$ cat src/rtl/alu_cmd_sequencer.sv
// ---------------------------------------------------------------------------
// alu_cmd_sequencer
//   Sequencing stage in front of the 4-bit combinational alu. Commands enter
//   through a valid/ready handshake into a small FIFO. One command per cycle
//   is issued to the alu, and a 4-bit accumulator supports chained operations.
//   Each result and its flags are registered and offered downstream through a
//   second valid/ready handshake.
//
// Parameters
//   FIFO_DEPTH  command FIFO entries (power of two, >= 2)
//   ACC_INIT    accumulator value after reset and after clear_acc
//
// Ports
//   clk, rst_n                    clock, synchronous active-low reset
//   cmd_valid/cmd_ready           command handshake (cmd_ready = !fifo_full)
//   cmd_op, cmd_use_acc, cmd_a,   alu select, x-source select, x operand,
//   cmd_b, cmd_wb                 y operand, accumulator writeback enable
//   clear_acc                     pulse: accumulator <= ACC_INIT
//   res_valid/res_ready           result handshake
//   res_data, res_c, res_zero,    registered alu outputs
//   res_ovf
//   acc                           current accumulator
//   busy                          FIFO non-empty or result pending
//   sticky_ovf                    only with ALU_SEQ_STICKY_OVF_EN: set by any
//                                 issued overflow, cleared by reset/clear_acc
//
// Build option: define ALU_SEQ_STICKY_OVF_EN to add the sticky_ovf output.
// ---------------------------------------------------------------------------

// 4-bit combinational alu.
//   000 add  001 sub  010 and  011 or  100 xor  101 not-x
//   110 signed less-than  111 equal
// The adder computes x + (y or ~y) + in_c; sub/lt/eq invert y. zero reflects
// the adder result for arithmetic/compare ops and out_s for logic ops.
module alu (
  input  logic [3:0] in_x,
  input  logic [3:0] in_y,
  input  logic       in_c,
  input  logic [2:0] sel,
  output logic [3:0] out_s,
  output logic       out_c,
  output logic       zero,
  output logic       overflow
);
  logic [3:0] w_yop;
  logic [3:0] w_sum;
  logic       w_cout;
  logic       w_ov;
  logic       w_inv;

  assign w_inv = (sel == 3'b001) || (sel == 3'b110) || (sel == 3'b111);
  assign w_yop = w_inv ? ~in_y : in_y;
  assign {w_cout, w_sum} = {1'b0, in_x} + {1'b0, w_yop} + {4'b0000, in_c};
  assign w_ov = (in_x[3] == w_yop[3]) && (w_sum[3] != in_x[3]);

  always_comb begin
    out_s    = '0;
    out_c    = 1'b0;
    zero     = 1'b0;
    overflow = 1'b0;
    case (sel)
      3'b000, 3'b001: begin
        out_s    = w_sum;
        out_c    = w_cout;
        zero     = (w_sum == 4'h0);
        overflow = w_ov;
      end
      3'b010: begin out_s = in_x & in_y; zero = ((in_x & in_y) == 4'h0); end
      3'b011: begin out_s = in_x | in_y; zero = ((in_x | in_y) == 4'h0); end
      3'b100: begin out_s = in_x ^ in_y; zero = ((in_x ^ in_y) == 4'h0); end
      3'b101: begin out_s = ~in_x;       zero = (in_x == 4'hF);          end
      3'b110: begin
        // signed x < y: sign of difference corrected by overflow
        out_s = {3'b000, w_sum[3] ^ w_ov};
        out_c = w_cout;
        zero  = (w_sum == 4'h0);
      end
      default: begin
        out_s = {3'b000, w_sum == 4'h0};
        out_c = w_cout;
        zero  = (w_sum == 4'h0);
      end
    endcase
  end
endmodule

module alu_cmd_sequencer #(
  parameter int unsigned FIFO_DEPTH = 2,
  parameter logic [3:0]  ACC_INIT   = 4'h0
) (
  input  logic       clk,
  input  logic       rst_n,
  input  logic       cmd_valid,
  output logic       cmd_ready,
  input  logic [2:0] cmd_op,
  input  logic       cmd_use_acc,
  input  logic [3:0] cmd_a,
  input  logic [3:0] cmd_b,
  input  logic       cmd_wb,
  input  logic       clear_acc,
  output logic       res_valid,
  input  logic       res_ready,
  output logic [3:0] res_data,
  output logic       res_c,
  output logic       res_zero,
  output logic       res_ovf,
  output logic [3:0] acc,
  output logic       busy
`ifdef ALU_SEQ_STICKY_OVF_EN
  ,
  output logic       sticky_ovf
`endif
);
  localparam int unsigned AW = $clog2(FIFO_DEPTH);

  typedef struct packed {
    logic [2:0] op;
    logic       use_acc;
    logic [3:0] a;
    logic [3:0] b;
    logic       wb;
  } cmd_t;

  typedef enum logic [1:0] {
    IDLE  = 2'd0,
    RUN   = 2'd1,
    STALL = 2'd2
  } state_t;

  cmd_t        r_mem [FIFO_DEPTH];
  logic [AW:0] r_wr_ptr;
  logic [AW:0] r_rd_ptr;
  state_t      r_state;
  logic [3:0]  r_acc;
  logic        r_res_valid;
  logic [3:0]  r_res_data;
  logic        r_res_c;
  logic        r_res_zero;
  logic        r_res_ovf;

  logic        w_empty;
  logic        w_full;
  logic        w_push;
  logic        w_issue;
  cmd_t        w_head;
  logic [3:0]  w_x;
  logic        w_cin;
  logic [3:0]  w_s;
  logic        w_c;
  logic        w_zero;
  logic        w_ovf;
  logic [AW:0] w_wr_nxt;
  logic [AW:0] w_rd_nxt;
  logic        w_nonempty_nxt;
  logic        w_res_valid_nxt;

  // Pointers carry one extra wrap bit so full and empty are distinguishable.
  assign w_empty = (r_wr_ptr == r_rd_ptr);
  assign w_full  = (r_wr_ptr[AW] != r_rd_ptr[AW]) &&
                   (r_wr_ptr[AW-1:0] == r_rd_ptr[AW-1:0]);
  assign w_push  = cmd_valid & ~w_full;
  assign w_issue = ~w_empty & (~r_res_valid | res_ready);

  assign w_head = r_mem[r_rd_ptr[AW-1:0]];
  assign w_x    = w_head.use_acc ? r_acc : w_head.a;
  assign w_cin  = (w_head.op == 3'b001) || (w_head.op == 3'b110) ||
                  (w_head.op == 3'b111);

  alu u_alu (
    .in_x    (w_x),
    .in_y    (w_head.b),
    .in_c    (w_cin),
    .sel     (w_head.op),
    .out_s   (w_s),
    .out_c   (w_c),
    .zero    (w_zero),
    .overflow(w_ovf)
  );

  assign w_wr_nxt        = r_wr_ptr + {{AW{1'b0}}, w_push};
  assign w_rd_nxt        = r_rd_ptr + {{AW{1'b0}}, w_issue};
  assign w_nonempty_nxt  = (w_wr_nxt != w_rd_nxt);
  assign w_res_valid_nxt = w_issue | (r_res_valid & ~res_ready);

  // Storage is not reset; the pointers alone define which entries are live.
  always_ff @(posedge clk) begin
    if (w_push) begin
      r_mem[r_wr_ptr[AW-1:0]] <= '{op: cmd_op, use_acc: cmd_use_acc,
                                   a: cmd_a, b: cmd_b, wb: cmd_wb};
    end
  end

  always_ff @(posedge clk) begin
    if (!rst_n) begin
      r_wr_ptr    <= '0;
      r_rd_ptr    <= '0;
      r_state     <= IDLE;
      r_acc       <= ACC_INIT;
      r_res_valid <= 1'b0;
      r_res_data  <= '0;
      r_res_c     <= 1'b0;
      r_res_zero  <= 1'b0;
      r_res_ovf   <= 1'b0;
    end else begin
      r_wr_ptr <= w_wr_nxt;
      r_rd_ptr <= w_rd_nxt;

      // Issued command sees the accumulator as of this edge, so a writeback
      // is visible to the very next issue. clear_acc overrides writeback.
      if (clear_acc) begin
        r_acc <= ACC_INIT;
      end else if (w_issue && w_head.wb) begin
        r_acc <= w_s;
      end

      if (w_issue) begin
        r_res_valid <= 1'b1;
        r_res_data  <= w_s;
        r_res_c     <= w_c;
        r_res_zero  <= w_zero;
        r_res_ovf   <= w_ovf;
      end else if (res_ready) begin
        r_res_valid <= 1'b0;
      end

      // busy is derived from state, so every transition tracks the next
      // FIFO occupancy and result-pending status exactly.
      case (r_state)
        IDLE: begin
          if (w_push) r_state <= RUN;
        end
        RUN: begin
          if (!w_nonempty_nxt && !w_res_valid_nxt) begin
            r_state <= IDLE;
          end else if (r_res_valid && !res_ready && !w_empty) begin
            r_state <= STALL;
          end
        end
        STALL: begin
          if (res_ready) r_state <= RUN;
        end
        default: r_state <= IDLE;
      endcase
    end
  end

`ifdef ALU_SEQ_STICKY_OVF_EN
  logic r_sticky_ovf;

  always_ff @(posedge clk) begin
    if (!rst_n || clear_acc) begin
      r_sticky_ovf <= 1'b0;
    end else if (w_issue && w_ovf) begin
      r_sticky_ovf <= 1'b1;
    end
  end

  assign sticky_ovf = r_sticky_ovf;
`endif

  assign cmd_ready = ~w_full;
  assign res_valid = r_res_valid;
  assign res_data  = r_res_data;
  assign res_c     = r_res_c;
  assign res_zero  = r_res_zero;
  assign res_ovf   = r_res_ovf;
  assign acc       = r_acc;
  assign busy      = (r_state != IDLE);
endmodule

$ cat config.mk
export PLATFORM = sky130hd
export DESIGN_NAME = alu_cmd_sequencer
export DESIGN_NICKNAME = d
export VERILOG_FILES = /design/src/rtl/alu_cmd_sequencer.sv
export SDC_FILE = /design/constraint.sdc
export NUM_CORES = 1
export LEC_CHECK = 0
export ABC_CLOCK_PERIOD_IN_PS = 5600
export BUFFER_PORTS_ARGS = -buffer_cell sky130_fd_sc_hd__buf_4
export CAP_MARGIN = 5
export CORE_ASPECT_RATIO = 1.75
export CORE_MARGIN = 8
export CORE_UTILIZATION = 40
export CTS_CLUSTER_SIZE = 8
export DETAILED_ROUTE_END_ITERATION = 7
export PLACE_DENSITY = 0.66
export SYNTH_ARGS = -nofsm -noshare
export SYNTH_HDL_FRONTEND = slang
export SYNTH_SLANG_ARGS = --single-unit
$ cat constraint.sdc
create_clock -name clk -period 5.6 [get_ports clk]
set_input_delay 1.12 -clock clk [delete_from_list [all_inputs] [get_ports clk]]
set_output_delay 1.12 -clock clk [all_outputs]
set_load 0.005 [all_outputs]
Word-level counts from Yosys, hierarchy flattened
Memory sizes are Yosys's and may differ from the RTL's. A register that Yosys moved wholly into a read port is not among the register bits.
Index checks and enable logic that the tools add are counted.
{ "op_classes": {"addsub": 4, "eq_ne": 19, "n_mux": 16, "n_bitwise": 16, "n_reduce_logical": 24} }
{ "op_table": {"columns": ["operator", "count"], "rows": [
  ["$pmux 4 s6", 1],
  ["$logic_not 4->1", 4],
  ["$eq 3x3->1 const B", 4],
  ["$mux 2", 4],
  ["$mux 4", 2],
  ["$not 4->4", 2],
  ["$mux 1", 7],
  ["$eq 3x2->1 const B", 2],
  ["$logic_and 1x1->1", 6],
  ["$pmux 2 s3", 1],
  ["$add 4x4->5", 1],
  ["$add 5x1->5", 1],
  ["$not 1->1", 5],
  ["$add 2x1->2", 2],
  ["$and 4x4->4", 1],
  ["$eq 4x4->1 const B", 1],
  ["$logic_not 1->1", 4],
  ["$ne 2x2->1 const B", 2],
  ["$or 4x4->4", 1],
  ["$pmux 1 s4", 1],
  ["$reduce_bool 2->1", 2],
  ["$reduce_or 2->1", 2],
  ["$reduce_or 4->1", 1],
  ["$xor 4x4->4", 1],
  ["other kinds (15)", 21]
]} }
{ "totals": {"register_bits": 18, "mem_bits_rw": 26, "input_bits": 18, "output_inout_bits": 14, "elab_cells": 89, "mem_count": 1} }
{ "mem_list": {"columns": ["memory", "words", "word_bits", "rd", "rd_ports_with_merged_regs", "wr", "line_no", "rtl"], "rows": [
  ["r_mem", 2, 13, 1, 1, 1, "130", "cmd_t r_mem [FIFO_DEPTH];"]
]} }

Longest topological paths before layout
Gate-level depths: netlist of the first run.
{ "depth": {"depth_word": 10, "mapped_depth": 13, "mapped_depth_nobuf": 11} }

By module
From an unflattened synthesis of the first run, not the netlist that was laid out.
{ "unflattened": {"cells_unflattened": 225, "area_unflattened_um2": 2488.6} }
{ "by_module_without_submodules": {"columns": ["module", "n_inst", "cells_per_inst", "area_each_um2", "seq_area_each_um2"], "rows": [
  ["alu_cmd_sequencer", 1, 129, 1789.2, 1161.1],
  ["alu", 1, 96, 699.4, 0.0]
]} }

Least setup slack after synthesis of the first run
Ideal clock, no wire load.
{ "synth_timing": {"path_type": "input-to-reg", "from": "in res_ready", "to": "reg r_state[0]", "setup_ps": 115, "arrival_ps": 2912, "t_required_ps": 5485, "slack_ps": 2574, "cell_stages": 11, "n_path_buf": 2, "cell_sequence": "nand2b_1 > o21ai_0 > clkbuf_1 > inv_1 > clkbuf_1 > ha_1 > xor2_1 > nand3_1 > o221ai_1 > a21oi_1 > o21a_1"} }
{ "synth_via": {"elab_chain_cells": 8, "elab_cells_between_ends": 18, "classes_between": "1 x add/sub; 3 x eq/ne; 2 x mux; 5 x bitwise; 7 x reduce/logical"} }
{ "synth_lines": {"columns": ["element", "line_no", "rtl"], "rows": [
  ["start, declared", "102", "input logic res_ready,"],
  ["$or 1x1->1 *", "162", "assign w_issue = ~w_empty & (~r_res_valid | res_ready);"],
  ["$and 1x1->1 *", "162", null],
  ["named net w_issue", "144", "logic w_issue;"],
  ["$add 2x1->2 *", "181", "assign w_rd_nxt = r_rd_ptr + {{AW{1'b0}}, w_issue};"],
  ["named net w_rd_nxt[0]", "153", "logic [AW:0] w_rd_nxt;"],
  ["$ne 2x2->1 *", "182", "assign w_nonempty_nxt = (w_wr_nxt != w_rd_nxt);"],
  ["$logic_not 1->1 *", "233", "if (!w_nonempty_nxt && !w_res_valid_nxt) begin"],
  ["$logic_and 1x1->1 *", "233", null],
  ["$ne 3x3->1 (no source line) or $mux 2 (tied branches)", null, null],
  ["$reduce_and 3->1 (no source line) or $pmux 2 s3 (tied branches)", null, null],
  ["end signal, assigned", "234", "r_state <= IDLE;"],
  ["end signal, assigned", "236", "r_state <= STALL;"],
  ["end signal, assigned", "240", "if (res_ready) r_state <= RUN;"],
  ["end, declared", "133", "state_t r_state;"]
]} }
The timed path passes the listed nets; every way through them passes the cells marked *.
A chain may end at the register's enable or synchronous reset.

==> impl_metrics.yaml, run 1 <==
floorplanning:
  die_x_um: 75.7
  die_h_um: 121
  dieArea_um2: 9130
  rows: 38
  core-area_um2: 6130
  start_util_pct: 40.7
  io_pins: 32
critical_path:
  worst_setup_path_start_kind: "register"
  end_kind: "register"
  worstPathMaxFanout: 18
  rr_worst_depth: 8
  crit_type: "reg -> reg"
  crit_required_ns: 5.80
  arrival_ns: 3.94
min_path:
  worstHoldPathType: "reg -> reg"
  hold-path-cell-count: 2
clocking:
  cts_repair_resize_count: 0
  htree_levels: 2
  cts_tree: "built"
  clock_path_buffers: 2
  cts_buffers: 5
  clkSlewWorstSetupHoldPaths_ns: 0.09
  cts_hold_buffers: 0
  clock-sinks: 45
  root_buffer: "clkbuf_8"
  clkLatencyLatePin_ns: 0.29
  cts_setup_buffers: 0
global_route:
  grt_max_degree: 19
  antenna_found_initial: 0
  first_global_vias: 1922
  grt_use_total_pct: 13.5
  grt_pass1_wl_um: 9410
  gr-total-overflow: 0
logic_synthesis:
  yosysTopAreaCell: "edfxtp_1"
  syn_area_um2: 2500
  yosys.area_share.xor_xnor_pct: 3.51
  synth_top_family_by_area: "compound AO/OA/AOI/OAI gates"
  netlist.area_leader.share_pct: 31.2
  ys_seq_elements: 45
  synthAdderAreaFrac_pct: 7.81
  async_flop_share_pct: 0
  yosys-top-cells-area: "edfxtp_1 31%, dfxtp_1 15%, ha_1 7.0%, a21oi_1 3.0%, mux2i_1 2.8%"
  synth_compound_area_share_pct: 17.7
  muxShareOfSynthArea_pct: 6.46
  synth_edf_count: 26
  synth_top_flop_cell: "edfxtp_1"
  synth_warnings: 0
  synth.avg_cell_area_um2: 11.0
  synth.distinct_cells: 59
  synth_nets: 260
  ys_seq_area_share_pct: 46.5
  syn_inst: 227
  yosys.area_share.simple_pct: 14.8
timing:
  clock.fmax_ghz: 0.267
  tns_ns: 0
  period_share_pct: 66.8
  tightest_slew_ns: 0.782
  maxSlewHeadroom_pct: 46.4
  rsz0062_at_grt: "no"
  final_hold_viol_count: 0
  fin_skew_ns: 0.0103
  post-route-min-period_ns: 3.74
  setup_viol: 0
  drv_slew: 0
pwr:
  p_per_area_nw_per_um2: 576
  peakVddDrop_v: 0.000240
  p_leak_nw: 1.16
routing:
  wl_um: 5710
  dr.pass1.iters: 4
  wl_per_cell_um: 16.6
  detail-route-antenna-nets: 0
  routed-via-count: 1891
  drt-initial-drc-count: 141
  vias_per_cell: 5.51
  drc: 0
finish:
  instances_no_fill: 343
  antenna_cells: 0
  drive_gt1_share_pct: 22.1
  syn_to_final_growth_pct: 17.3
  final_common_cell: "buf_4"
  fin_nets: 295
  mostFrequentLayoutCells: "34 x buf_4, 26 x edfxtp_1, 19 x dfxtp_1"
run:
  cap_violations: 0
placed_design:
  hpwl_um: 4530
  place_inst: 335
  gp_congestion: 0.973
  io_buffers: 31
run_status:
  outcome: "completed"
[path summary, 6_finish.rpt]
| kind | from | end | slack, ns |
|---|---|---|---|
| setup / recovery | register | res_data[0]$_SDFFE_PN0P_ | 1.86 |
| hold / removal | res_ovf$_SDFFE_PN0P_ | res_ovf$_SDFFE_PN0P_ | 0.45 |
| hold reg to reg | res_ovf$_SDFFE_PN0P_ | res_ovf$_SDFFE_PN0P_ | 0.45 |
| setup reg to reg | register | res_data[0]$_SDFFE_PN0P_ | 1.86 |
[stage by stage]
| stage | area, um^2 | setup slack [ns] | total power, mW | hold slack (ns) | utilization, % |
|---|---|---|---|---|---|
| 4_1_cts | 2930 | 1.84 | 1.70 | 0.459 | 47.8 |
| 2_1_floorplan | 2500 | 2.57 | 1.19 | 0.448 | - |
| 6_report | 2930 | 1.86 | 1.69 | 0.455 | 47.8 |
| 3_3_place_gp | 2820 | 1.92 | 1.45 | 0.442 | 46.0 |
| 3_5_place_dp | 2820 | 1.85 | 1.45 | 0.446 | 46.0 |
| 5_1_grt | 2930 | 1.51 | 1.82 | 0.488 | 47.8 |
[worst max-delay path: stages (launching register included)]
cell and delay, ns:
dfxtp_1 0.86, mux2_4 0.40, a222oi_1 0.68, inv_1 0.22
fa_1 0.48, xnor2_1 0.21, nor4b_2 0.33, a31oi_1 0.15
a2111oi_2 0.33
[layer usage]
metal  vias up  global-route usage (%)  wire (um)
met5         -                       0          0
met4         0                    9.08        240
met3        15                    2.49        210
met2        48                    22.6       3030
met1       896                    14.7       2220
li1        932                       -          -
[flip-flops by register name, indices dropped and copies added, names as in the netlist, 2 cells and up, named ones only]
signal,cells
r_rd_ptr,2
r_state,2
acc,4
res_data,4
r_mem,26
r_wr_ptr,2
[synthesized netlist by cell type, drive strengths merged, types with 2 or more instances]
master and instances:
dfxtp 19, buf 3, nor3 6, nand4 2, xnor2 6, a221oi 3, mux2 5, or2 2
mux2i 9, o31ai 2, nor4 5, clkbuf 3, o21ai 4, ha 14, nand3 7, nand4b 2
o211ai 2, a21oi 15, xor2 4, a31oi 3, nand2 12, a211oi 4, a311oi 2, nor2 18
a2111oi 2, a222oi 3, inv 13, a22oi 2, nand2b 3, a21o 3, edfxtp 26, and2 5
[report_power, final]
group          leakage, nW  internal, mW  switching (mW)
sequential           0.399         0.436          0.0602
clock               0.0554         0.134           0.107
combinational        0.707         0.398           0.552
total                 1.16         0.968           0.719
[logic make-up after synthesis]
family,after synthesis
AO/OA/AOI/OAI,56
adder cells (fa/ha/maj),15
AND/OR/NAND/NOR,68
multiplexers,14
XOR/XNOR,10
flip-flops,45
buffers and inverters,19
[cell type report]
type | count | area [um^2]
fillers | 591 | 3200
multi-input cells | 163 | 1250
flip-flops and latches | 45 | 1160
repair buffers | 34 | 255
well taps | 80 | 100
clock buffers | 6 | 72.6
inverters | 13 | 48.8
clock inverters | 2 | 38.8
Note: power is estimated with default switching activity, not from simulation.
==> run 2, diff against run 1 <==
--- a/config.mk
+++ b/config.mk
@@ -5,7 +5,7 @@
 export SDC_FILE = /design/constraint.sdc
 export NUM_CORES = 1
 export LEC_CHECK = 0
-export ABC_CLOCK_PERIOD_IN_PS = 5600
+export ABC_CLOCK_PERIOD_IN_PS = 3800
 export BUFFER_PORTS_ARGS = -buffer_cell sky130_fd_sc_hd__buf_4
 export CAP_MARGIN = 5
 export CORE_ASPECT_RATIO = 1.75
==> constraint.sdc (replaced) <==
create_clock -name clk -period 3.8 [get_ports clk]
set_input_delay 0.76 -clock clk [delete_from_list [all_inputs] [get_ports clk]]
set_output_delay 0.76 -clock clk [all_outputs]
set_load 0.005 [all_outputs]
==> run 2 against run 1 <==
Compared with the run above:
- worst setup slack worse by 1.4 ns
- via count is 1.5% higher
- die area stayed put
==> impl_metrics.yaml, run 2 (synthesis results as in run 1) <==
run_status:
  outcome: "completed"
floorplanning:
  rows: 38
  dieArea_um2: 9130
  die_h_um: 121
  core-area_um2: 6130
  die_x_um: 75.7
  start_util_pct: 40.7
  io_pins: 32
finish:
  fin_util_pct: 48.1
  syn_to_final_growth_pct: 18.0
  drive_gt1_share_pct: 23.4
  antenna_cells: 0
  largest_reg_flops: 26
  regArea_um2: 1160
  fin_nets: 301
  final_common_cell: "buf_4"
  multi_input_area_um2: 1250
  mostFrequentLayoutCells: "40 x buf_4, 26 x edfxtp_1, 19 x dfxtp_1"
  n_fill_cell: 568
routing:
  wl_per_cell_um: 17.0
  dr.pass1.iters: 4
  routed-via-count: 1919
  detail-route-antenna-nets: 0
  wl_um: 5920
  vias_per_cell: 5.50
  drt-initial-drc-count: 134
  drc: 0
critical_path:
  crit_type: "reg -> reg"
  worstPathMaxFanout: 17
  r2r_end: "res_data[0]$_SDFFE_PN0P_"
  path_cells: "buf_4, mux2_2, nand2_1, nand2_1, xnor2_1, fa_1, xnor2_1, nor4b_2, a31oi_1, a2111oi_2"
  slowest_stage: "fa_1"
  end_kind: "register"
  arrival_ns: 3.50
  cpPeakStageDelay_ns: 0.48
  worst_setup_path_start_kind: "register"
  reg2reg_slack_ns: 0.49
  crit_required_ns: 4.00
  rr_worst_depth: 10
  worst-path-buf-inv: 1
  path_delay_family: "simple AND/OR/NAND/NOR gates"
global_route:
  first_global_vias: 1991
  gr-total-overflow: 0
  grt_max_degree: 18
  antenna_found_initial: 0
  grt_use_total_pct: 14.0
  grt_pass1_wl_um: 9560
clocking:
  cts_hold_buffers: 0
  clkLatencyLatePin_ns: 0.30
  cts_repair_resize_count: 0
  root_buffer: "clkbuf_8"
  clkSlewWorstSetupHoldPaths_ns: 0.08
  cts_buffers: 5
  cts_setup_buffers: 0
  clock_path_buffers: 2
  clock-sinks: 45
  htree_levels: 2
  cts_tree: "built"
min_path:
  hold-path-cell-count: 2
  min_to: "res_ovf$_SDFFE_PN0P_"
  holdCritStartpoint: "res_ovf$_SDFFE_PN0P_"
  worstHoldPathType: "reg -> reg"
pwr:
  p_int_mw: 1.39
  p_leak_nw: 1.17
  peakVddDrop_v: 0.000357
  switching_share_pct: 43.8
  pwr-share-seq_pct: 28.6
  p_per_area_nw_per_um2: 841
  power_frac_comb_pct: 59.7
  power.switching_mw: 1.09
  p_clk_share_pct: 11.7
timing:
  final_hold_viol_count: 0
  drv_slew: 0
  fin_skew_ns: 0.00728
  setup_viol: 0
  maxSlewHeadroom_pct: 41.5
  clock.fmax_ghz: 0.303
  rsz0062_at_grt: "no"
  post-route-min-period_ns: 3.31
  tns_ns: 0
  period_share_pct: 87.0
  tightest_slew_ns: 0.853
  whs_ns: 0.455
placed_design:
  hpwl_um: 4790
  io_buffers: 31
  gp_congestion: 0.980
run:
  cap_violations: 0
run 2: changes by cell type in the layout (fill, tap and decap cells not counted):
cell and change:
buf_4 +6, bufinv_16 -1, clkinv_4 -1, clkbuf_1 +1
clkinvlp_4 +1
run 2: power groups by stage:
stage               Combinational [mW]  Clock, mW  Sequential [mW]
floorplan                         1.05          0            0.706
global placement                  1.47          0            0.718
detailed placement                1.48          0            0.722
CTS                               1.48      0.299            0.711
global route                      1.63      0.319            0.725
finish                            1.48      0.290            0.710
run 2: worst register-to-register path, delay by kind of cell (launching register included):
family,cells,cell delay [ns]
adders and majority gates,1,0.48
buffers and inverters,1,0.27
and+or+nand+nor,3,0.68
xor gates and xnor gates,2,0.50
DFF,1,0.36
muxes,1,0.43
AOI/OAI and AO/OA,2,0.48
run 2: routing by layer:
| layer | vias to the layer above | share of wire (%) | track usage [%] |
|---|---|---|---|
| met4 | 0 | 5.2 | 10.8 |
| met1 | 882 | 38 | 14.4 |
| li1 | 950 | - | - |
| met5 | - | 0 | 0 |
| met2 | 66 | 53 | 23.6 |
| met3 | 21 | 3.7 | 2.74 |
run 2: worst max-delay path by stage:
stage,endpoint,slack [ns],cells past startpoint
finish,res_data[0]$_SDFFE_PN0P_,0.49,10
floorplan,res_data[0]$_SDFFE_PN0P_,0.92,10
detailed placement,res_data[0]$_SDFFE_PN0P_,0.53,10
CTS,res_data[0]$_SDFFE_PN0P_,0.50,10
global placement,res_data[0]$_SDFFE_PN0P_,0.56,10
global route,res_data[0]$_SDFFE_PN0P_,0.36,10
run 2: layout make-up:
| class | count | share of cell area (%) |
|---|---|---|
| timing repair buffer | 40 | 10.2 |
| multi-input combinational | 163 | 42.6 |
| tap | 80 | 3.39 |
| clock buffer | 7 | 2.59 |
| clock inverter | 1 | 0.255 |
| sequential | 45 | 39.4 |
| inverter | 13 | 1.65 |
run 2: stage by stage:
step	instance area (um^2)	power (mW)	std cells	setup slack, ns
5_1_grt	2950	2.67	349	0.359
6_report	2950	2.48	349	0.495
2_1_floorplan	2500	1.75	227	0.920
3_5_place_dp	2870	2.20	341	0.534
4_1_cts	2950	2.49	349	0.499
3_3_place_gp	2870	2.19	341	0.558
